**src/rtl/qos_out_pkt_tx_if.sv**
```systemverilog
// qos_out_pkt_tx_if
// Bundles the packet-buffer read side and the downstream word stream of the
// QoS egress transmitter.
//   master : transmitter side (drives rd_en, pkt_done and the output stream)
//   slave  : buffer / downstream side
// Signals:
//   pkt_avail, pkt_len  head-of-queue packet presence and word count
//   rd_en, rd_data      buffer read strobe, data one cycle after rd_en
//   pkt_done            retire the head length entry
//   tx_ready            downstream accepts the current word
//   pkt_valid, pkt_begin, pkt_end, pkt_out  framed output word stream
//   busy                transmitter not idle
interface qos_out_pkt_tx_if #(
  parameter int DATA_W = 32,
  parameter int LEN_W  = 8
) ();
  logic              pkt_avail;
  logic [LEN_W-1:0]  pkt_len;
  logic              rd_en;
  logic [DATA_W-1:0] rd_data;
  logic              pkt_done;
  logic              tx_ready;
  logic              pkt_valid;
  logic              pkt_begin;
  logic              pkt_end;
  logic [DATA_W-1:0] pkt_out;
  logic              busy;

  modport master (
    input  pkt_avail, pkt_len, rd_data, tx_ready,
    output rd_en, pkt_done, pkt_valid, pkt_begin, pkt_end, pkt_out, busy
  );

  modport slave (
    output pkt_avail, pkt_len, rd_data, tx_ready,
    input  rd_en, pkt_done, pkt_valid, pkt_begin, pkt_end, pkt_out, busy
  );
endinterface

```
**src/rtl/qos_out_pkt_tx.sv**
```systemverilog
// qos_out_pkt_tx
// Egress packet transmitter: drains one complete packet at a time from a
// word-addressed packet buffer and re-frames it onto a valid/ready word
// stream with begin/end markers.
// Ports:
//   clk    sole clock, rising edge
//   rst_n  asynchronous active-low reset
//   bus    qos_out_pkt_tx_if.master (buffer read port + output stream)
// Optional feature: define QOS_TX_IFG_EN to insert IFG_CYCLES idle cycles
// (GAP state) after every pkt_done. Without it DONE returns straight to IDLE.
module qos_out_pkt_tx #(
  parameter int DATA_W     = 32,
  parameter int LEN_W      = 8,
  parameter int IFG_CYCLES = 2
) (
  input  logic               clk,
  input  logic               rst_n,
  qos_out_pkt_tx_if.master   bus
);

  if (IFG_CYCLES < 1 || IFG_CYCLES > 255) begin : g_bad_ifg
    $error("IFG_CYCLES must be in 1..255");
  end

`ifdef QOS_TX_IFG_EN
  typedef enum logic [1:0] {S_IDLE, S_SEND, S_DONE, S_GAP} state_t;
  logic [7:0] gap_cnt;
`else
  typedef enum logic [1:0] {S_IDLE, S_SEND, S_DONE} state_t;
`endif

  state_t            state, state_nxt;
  logic [LEN_W-1:0]  rd_left;
  logic [LEN_W-1:0]  tx_left;
  logic [LEN_W-1:0]  len_lat;
  logic              rd_en_int;
  logic              pop;
  logic [2:0]        fill;

  // Read request stage: vld_p1 marks that rd_data carries a word this cycle.
  logic              vld_p1;

  // Holding stage: head drives pkt_out, skid absorbs one word of backpressure.
  logic              head_vld_p2;
  logic [DATA_W-1:0] head_data_p2;
  logic              skid_vld_p2;
  logic [DATA_W-1:0] skid_data_p2;

  assign pop  = head_vld_p2 & bus.tx_ready;
  // Words held plus words in flight after this cycle's pop; reads stop at 2
  // so the two-entry holding buffer can never overflow.
  assign fill = {2'b0, head_vld_p2} + {2'b0, skid_vld_p2} + {2'b0, vld_p1} - {2'b0, pop};

  always_comb begin
    state_nxt = state;
    rd_en_int = 1'b0;
    unique case (state)
      S_IDLE: begin
        if (bus.pkt_avail) begin
          if (bus.pkt_len != '0) begin
            rd_en_int = 1'b1;
            state_nxt = S_SEND;
          end else begin
            state_nxt = S_DONE;
          end
        end
      end
      S_SEND: begin
        rd_en_int = (rd_left != '0) && (fill < 3'd2);
        if (pop && (tx_left == LEN_W'(1))) state_nxt = S_DONE;
      end
      S_DONE: begin
`ifdef QOS_TX_IFG_EN
        state_nxt = S_GAP;
`else
        state_nxt = S_IDLE;
`endif
      end
`ifdef QOS_TX_IFG_EN
      S_GAP: begin
        if (gap_cnt == 8'd0) state_nxt = S_IDLE;
      end
`endif
      default: state_nxt = S_IDLE;
    endcase
  end

  always_ff @(posedge clk or negedge rst_n) begin
    if (!rst_n) begin
      state   <= S_IDLE;
      rd_left <= '0;
      tx_left <= '0;
      len_lat <= '0;
      vld_p1  <= 1'b0;
`ifdef QOS_TX_IFG_EN
      gap_cnt <= 8'd0;
`endif
    end else begin
      state  <= state_nxt;
      vld_p1 <= rd_en_int;
      if (state == S_IDLE) begin
        if (bus.pkt_avail && (bus.pkt_len != '0)) begin
          rd_left <= bus.pkt_len - 1'b1;
          tx_left <= bus.pkt_len;
          len_lat <= bus.pkt_len;
        end
      end else if (state == S_SEND) begin
        if (rd_en_int) rd_left <= rd_left - 1'b1;
        if (pop)       tx_left <= tx_left - 1'b1;
      end
`ifdef QOS_TX_IFG_EN
      if (state == S_DONE)     gap_cnt <= 8'(IFG_CYCLES - 1);
      else if (state == S_GAP) gap_cnt <= gap_cnt - 8'd1;
`endif
    end
  end

  // Holding buffer control and head word. The head is cleared by reset so
  // pkt_out reads 0 while rst_n is low.
  always_ff @(posedge clk or negedge rst_n) begin
    if (!rst_n) begin
      head_vld_p2  <= 1'b0;
      head_data_p2 <= '0;
      skid_vld_p2  <= 1'b0;
    end else begin
      if (pop) begin
        if (skid_vld_p2) begin
          head_data_p2 <= skid_data_p2;
          skid_vld_p2  <= vld_p1;
        end else begin
          head_data_p2 <= bus.rd_data;
          head_vld_p2  <= vld_p1;
        end
      end else if (!head_vld_p2) begin
        head_data_p2 <= bus.rd_data;
        head_vld_p2  <= vld_p1;
      end else if (vld_p1) begin
        skid_vld_p2 <= 1'b1;
      end
    end
  end

  always_ff @(posedge clk) begin
    if (vld_p1 && head_vld_p2 && (!pop || skid_vld_p2)) skid_data_p2 <= bus.rd_data;
  end

  // rd_en is decoded from the IDLE state and pkt_avail, so it is also gated
  // by rst_n to keep the buffer quiet while reset is held.
  assign bus.rd_en     = rd_en_int & rst_n;
  assign bus.pkt_valid = head_vld_p2;
  assign bus.pkt_out   = head_data_p2;
  assign bus.pkt_begin = head_vld_p2 && (tx_left == len_lat);
  assign bus.pkt_end   = head_vld_p2 && (tx_left == LEN_W'(1));
  assign bus.pkt_done  = (state == S_DONE);
  assign bus.busy      = (state != S_IDLE);

endmodule

```
**src/flat_wrapper.sv**
```systemverilog
// flat-port wrapper written by rule: the top's interface ports become plain ports
module qos_out_pkt_tx_flat 
#(
  parameter int DATA_W     = 32,
  parameter int LEN_W      = 8,
  parameter int IFG_CYCLES = 2
)
  (clk, rst_n, bus_pkt_avail, bus_pkt_len, bus_rd_data, bus_tx_ready, bus_rd_en, bus_pkt_done, bus_pkt_valid, bus_pkt_begin, bus_pkt_end, bus_pkt_out, bus_busy);
  qos_out_pkt_tx_if #(.DATA_W(DATA_W), .LEN_W(LEN_W)) bus_i ();
  input  logic clk;
  input  logic rst_n;
  input wire logic [$bits(bus_i.pkt_avail)-1:0] bus_pkt_avail;
  input wire logic [$bits(bus_i.pkt_len)-1:0] bus_pkt_len;
  input wire logic [$bits(bus_i.rd_data)-1:0] bus_rd_data;
  input wire logic [$bits(bus_i.tx_ready)-1:0] bus_tx_ready;
  output wire logic [$bits(bus_i.rd_en)-1:0] bus_rd_en;
  output wire logic [$bits(bus_i.pkt_done)-1:0] bus_pkt_done;
  output wire logic [$bits(bus_i.pkt_valid)-1:0] bus_pkt_valid;
  output wire logic [$bits(bus_i.pkt_begin)-1:0] bus_pkt_begin;
  output wire logic [$bits(bus_i.pkt_end)-1:0] bus_pkt_end;
  output wire logic [$bits(bus_i.pkt_out)-1:0] bus_pkt_out;
  output wire logic [$bits(bus_i.busy)-1:0] bus_busy;
  assign bus_i.pkt_avail = bus_pkt_avail;
  assign bus_i.pkt_len = bus_pkt_len;
  assign bus_i.rd_data = bus_rd_data;
  assign bus_i.tx_ready = bus_tx_ready;
  assign bus_rd_en = bus_i.rd_en;
  assign bus_pkt_done = bus_i.pkt_done;
  assign bus_pkt_valid = bus_i.pkt_valid;
  assign bus_pkt_begin = bus_i.pkt_begin;
  assign bus_pkt_end = bus_i.pkt_end;
  assign bus_pkt_out = bus_i.pkt_out;
  assign bus_busy = bus_i.busy;
  qos_out_pkt_tx #(.DATA_W(DATA_W), .LEN_W(LEN_W), .IFG_CYCLES(IFG_CYCLES)) u_core (.clk(clk), .rst_n(rst_n), .bus(bus_i));
endmodule
```
**config.mk**
```make
export PLATFORM = sky130hd
export DESIGN_NAME = qos_out_pkt_tx_flat
export DESIGN_NICKNAME = d
export VERILOG_FILES = /design/src/rtl/qos_out_pkt_tx_if.sv /design/src/rtl/qos_out_pkt_tx.sv /design/src/flat_wrapper.sv
export SDC_FILE = /design/constraint.sdc
export NUM_CORES = 1
export LEC_CHECK = 0
export CAP_MARGIN = 10
export CORE_UTILIZATION = 47
export CTS_CLUSTER_DIAMETER = 30
export DETAILED_ROUTE_END_ITERATION = 8
export PLACE_DENSITY = 0.76
export SLEW_MARGIN = 20
export SYNTH_ARGS = -nofsm -noshare
export SYNTH_HDL_FRONTEND = slang
export SYNTH_SLANG_ARGS = --single-unit
export TNS_END_PERCENT = 50
```
**constraint.sdc**
```tcl
create_clock -name clk -period 2.3 [get_ports clk]
set_input_delay 0.46 -clock clk [delete_from_list [all_inputs] [get_ports clk]]
set_output_delay 0.46 -clock clk [all_outputs]
set_load 0.02 [all_outputs]
```
==> results.sh <==
export IMPL_outcome="finished with violations"
export IMPL_violations="DRC, setup timing"
export IMPL_final_util_pct=66.70
export IMPL_port_buffers=81
export IMPL_finalSetupViolCount=2
export IMPL_p_comb_share_pct=50.3
export IMPL_timing_rr_start="u_core.bus.pkt_valid"
export IMPL_avgSynthCellArea_sq_um=11.05
export IMPL_ir_worst_vdd_mv=1.065
export IMPL_power_frac_seq_pct=35.2
export IMPL_fin_worst_skew_ns=0.01734
export IMPL_antennaDiodeCount=0
export IMPL_synth_area_sq_um=4353
export IMPL_synth_area_leader_cell="dfrtp_1"
export IMPL_final_cells=629
export IMPL_area_growth_syn_to_layout_pct=35.58
export IMPL_critical_path_class="reg -> out"
export IMPL_max_slew_margin_pct=45.59
export IMPL_antenna_found_initial=0
export IMPL_viasPerCell=5.445
export IMPL_ys_seq_elements=93
export IMPL_rows=34
export IMPL_rsz0062_at_grt="yes"
export IMPL_switching_share_pct=38.92
export IMPL_multiInputGateArea_sq_um=1815
export IMPL_p_sw_uw=3025
export IMPL_p_int_uw=4748
export IMPL_timing_rr_end="u_core.rd_left[2]"
export IMPL_pre_cts_slack_ns=-1.004
export IMPL_ff2ff_setup_slack_ns=-0.11
export IMPL_clk_latency_ns=0.37
export IMPL_wl_per_cell_um=16.65
export IMPL_die_h_um=98.24
export IMPL_cts_sinks=93
export IMPL_design_core_area_sq_um=8848
export IMPL_ant_nets=0
export IMPL_gp_congestion=0.8538
export IMPL_final_setup_worst_slack_ns=-0.2988
export IMPL_io_pins=82
export IMPL_power_leakage_uw=0.002582
export IMPL_pwr_share_clk_pct=14.5
export IMPL_crit_chain="ha_1, nand2_2, fa_2, a41o_1, and2_4, buf_6"
export IMPL_first_iter_violations=190
export IMPL_maxCapViolCount=0
export IMPL_yosysWarnings=0
export IMPL_worstMarginPinSlew_ns=0.8162
export IMPL_grt_total_usage_pct=23.01
export IMPL_synth_sequential_area_ratio_pct=57.14
export IMPL_dp_hpwl_mm=7.356
export IMPL_timing_fmax_ghz=0.3848
export IMPL_slew_violations=0
export IMPL_end_kind="output pin"
export IMPL_min_delay_path_class="in -> async"
export IMPL_layout_min_cycle_time_ns=2.599
export IMPL_initial_core_util_pct=49.19
export IMPL_finalCritPeriodShare_pct=113.0
export IMPL_yosys_most_used_dff="dfrtp_1"
export IMPL_async_reset_ff_share_pct=65.59
export IMPL_cts_buffers=9
export IMPL_synthDistinctLibCells=50
export IMPL_fillers=673
export IMPL_start_kind="register"
export IMPL_first_global_vias=3499
export IMPL_drt_pass1_iterations=6
export IMPL_cts_root_buf="clkbuf_8"
export IMPL_fp_dieArea_sq_um=9650
export IMPL_cp_arrival_ns=2.14
export IMPL_regArea_sq_um=2489
export IMPL_slowest_stage="dfrtp_2"
export IMPL_slowest_delay_ns=0.44
export IMPL_synth_edf_count=32
export IMPL_synthTopCellsByArea="dfrtp_1 35%, edfxtp_1 22%, mux2i_1 7.8%"
export IMPL_grt_max_degree=65
export IMPL_nets=566
export IMPL_vias=3425
export IMPL_synthCells=394
export IMPL_yosysTopAreaCellShare_pct=35.07
export IMPL_cts_hold_buf=0
export IMPL_grt_pass1_wl_mm=17.36
export IMPL_required_ns=1.84
export IMPL_crit_fanout=3
export IMPL_drive_above_1_share_pct=19.39
export IMPL_reg2reg_depth=8
export IMPL_grt_overflow=0
export IMPL_synth_nets=444
export IMPL_powerDensity_nw_per_um2=1317
export IMPL_drc=5
export IMPL_die_width_um=98.24
export IMPL_htreeDepth=3
export IMPL_dp_cells=611
export IMPL_routed_wl_mm=10.47
export IMPL_hold_violations=0
export IMPL_clk_pin_slew_worst_paths_ns=0.09
export IMPL_clockBufferDepth=2
export IMPL_cts_tree="done"
[layer usage]
metal,wire length [um],track usage (%),up-vias
met5,0,0,-
met4,316,9.874,0
met3,528,4.438,25
met2,4974,37.00,100
met1,4651,30.62,1637
li1,-,-,1663
[cell usage after synthesis (3+ instances only)]
library cell	instances
mux2_2	7
edfxtp_1	32
nand3_1	5
nor2_1	14
inv_1	6
a31o_2	3
nand2b_1	4
nand2_1	71
buf_1	4
ha_1	5
dfrtp_1	61
a21oi_1	24
xor2_1	7
nor4_1	4
nor2b_1	4
nor3_1	6
clkbuf_1	14
o21ai_0	42
a211o_1	4
o31ai_1	5
mux2i_1	34
[cell usage in the layout (no fill, tap or decap), types with 9 or more instances in the layout]
| master | synthesis | final |
|---|---|---|
| edfxtp_1 | 32 | 32 |
| mux2i_1 | 34 | 34 |
| o21ai_0 | 42 | 42 |
| dfrtp_1 | 61 | 60 |
| a21oi_1 | 24 | 24 |
| clkbuf_8 | 0 | 9 |
| nor2_1 | 14 | 12 |
| clkdlybuf4s50_1 | 0 | 75 |
| nand2_1 | 71 | 69 |
| buf_4 | 0 | 48 |
[power groups by stage]
| stage | Sequential [uW] | Clock [uW] | Combinational, uW |
|---|---|---|---|
| global placement | 2740 | 0 | 3620 |
| floorplan | 3030 | 0 | 1930 |
| finish | 2740 | 1130 | 3910 |
| global route | 2810 | 1210 | 4290 |
| detailed placement | 2760 | 0 | 3730 |
| CTS | 2730 | 1150 | 3780 |
[kinds of logic after synthesis]
kind of cell | Yosys count | synth area share (%)
xor gates and xnor gates | 9 | 1.811
buffers and inverters | 29 | 2.759
and+or+nand+nor | 123 | 13.57
muxes | 41 | 9.629
adders and majority gates | 6 | 1.897
AOI/OAI and AO/OA | 93 | 13.19
DFF | 93 | 57.14
[state kept, by name, summed over array words and instances, names as in the netlist]
register / cells
u_core.bus.pkt_out: 32
u_core.state: 2
u_core.skid_vld_p2: 1
u_core.tx_left: 8
u_core.len_lat: 8
u_core.rd_left: 8
u_core.bus.pkt_valid: 1
u_core.vld_p1: 1
u_core.skid_data_p2: 32
[worst max-delay path by stage]
stage / from / depth (start not counted) / slack, ns / endpoint
2_1_floorplan: u_core.bus.pkt_valid / 9 / -0.12 / bus_rd_en
3_3_place_gp: bus_tx_ready / 9 / -0.94 / bus_rd_en
3_5_place_dp: bus_tx_ready / 9 / -1.00 / bus_rd_en
4_1_cts: u_core.bus.pkt_valid / 7 / -0.36 / bus_rd_en
5_1_grt: u_core.bus.pkt_valid / 6 / -0.38 / bus_rd_en
6_report: u_core.bus.pkt_valid / 6 / -0.30 / bus_rd_en
[critical path: cells and delay by family, from the launching register on]
family	cells	cell delay, ns
AO/OA/AOI/OAI	1	0.26
buffers and inverters	1	0.12
AND/OR/NAND/NOR	2	0.21
adder cells (fa/ha/maj)	2	0.74
flip-flops	1	0.44
[per-stage QoR]
step                      power (uW)  setup TNS [ns]  hold slack, ns  cell area, sq um
after floorplan                 4967         -0.1179          0.1644              4388
after global placement          6352          -3.718          0.4609              5654
after detailed placement        6495          -4.423          0.4702              5654
after CTS                       7652         -0.4217          0.3321              5867
after global routing            8301         -0.5723          0.3805              5902
final                           7773         -0.4106          0.2937              5902
[area by class of cell]
class / count / area share, %
multi-input combinational: 272 / 30.76
inverter: 7 / 0.4452
tap: 108 / 2.290
sequential: 93 / 42.17
clock inverter: 6 / 1.230
clock buffer: 10 / 2.162
timing repair buffer: 133 / 20.95
[timing repair]
item                                    in CTS  in global routing
pin swaps                                    0                  2
gates resized for setup                     16                 10
endpoints found under the setup margin       7                  6
buffers inserted                             1                  1
Note: power is estimated with default switching activity, not from simulation.
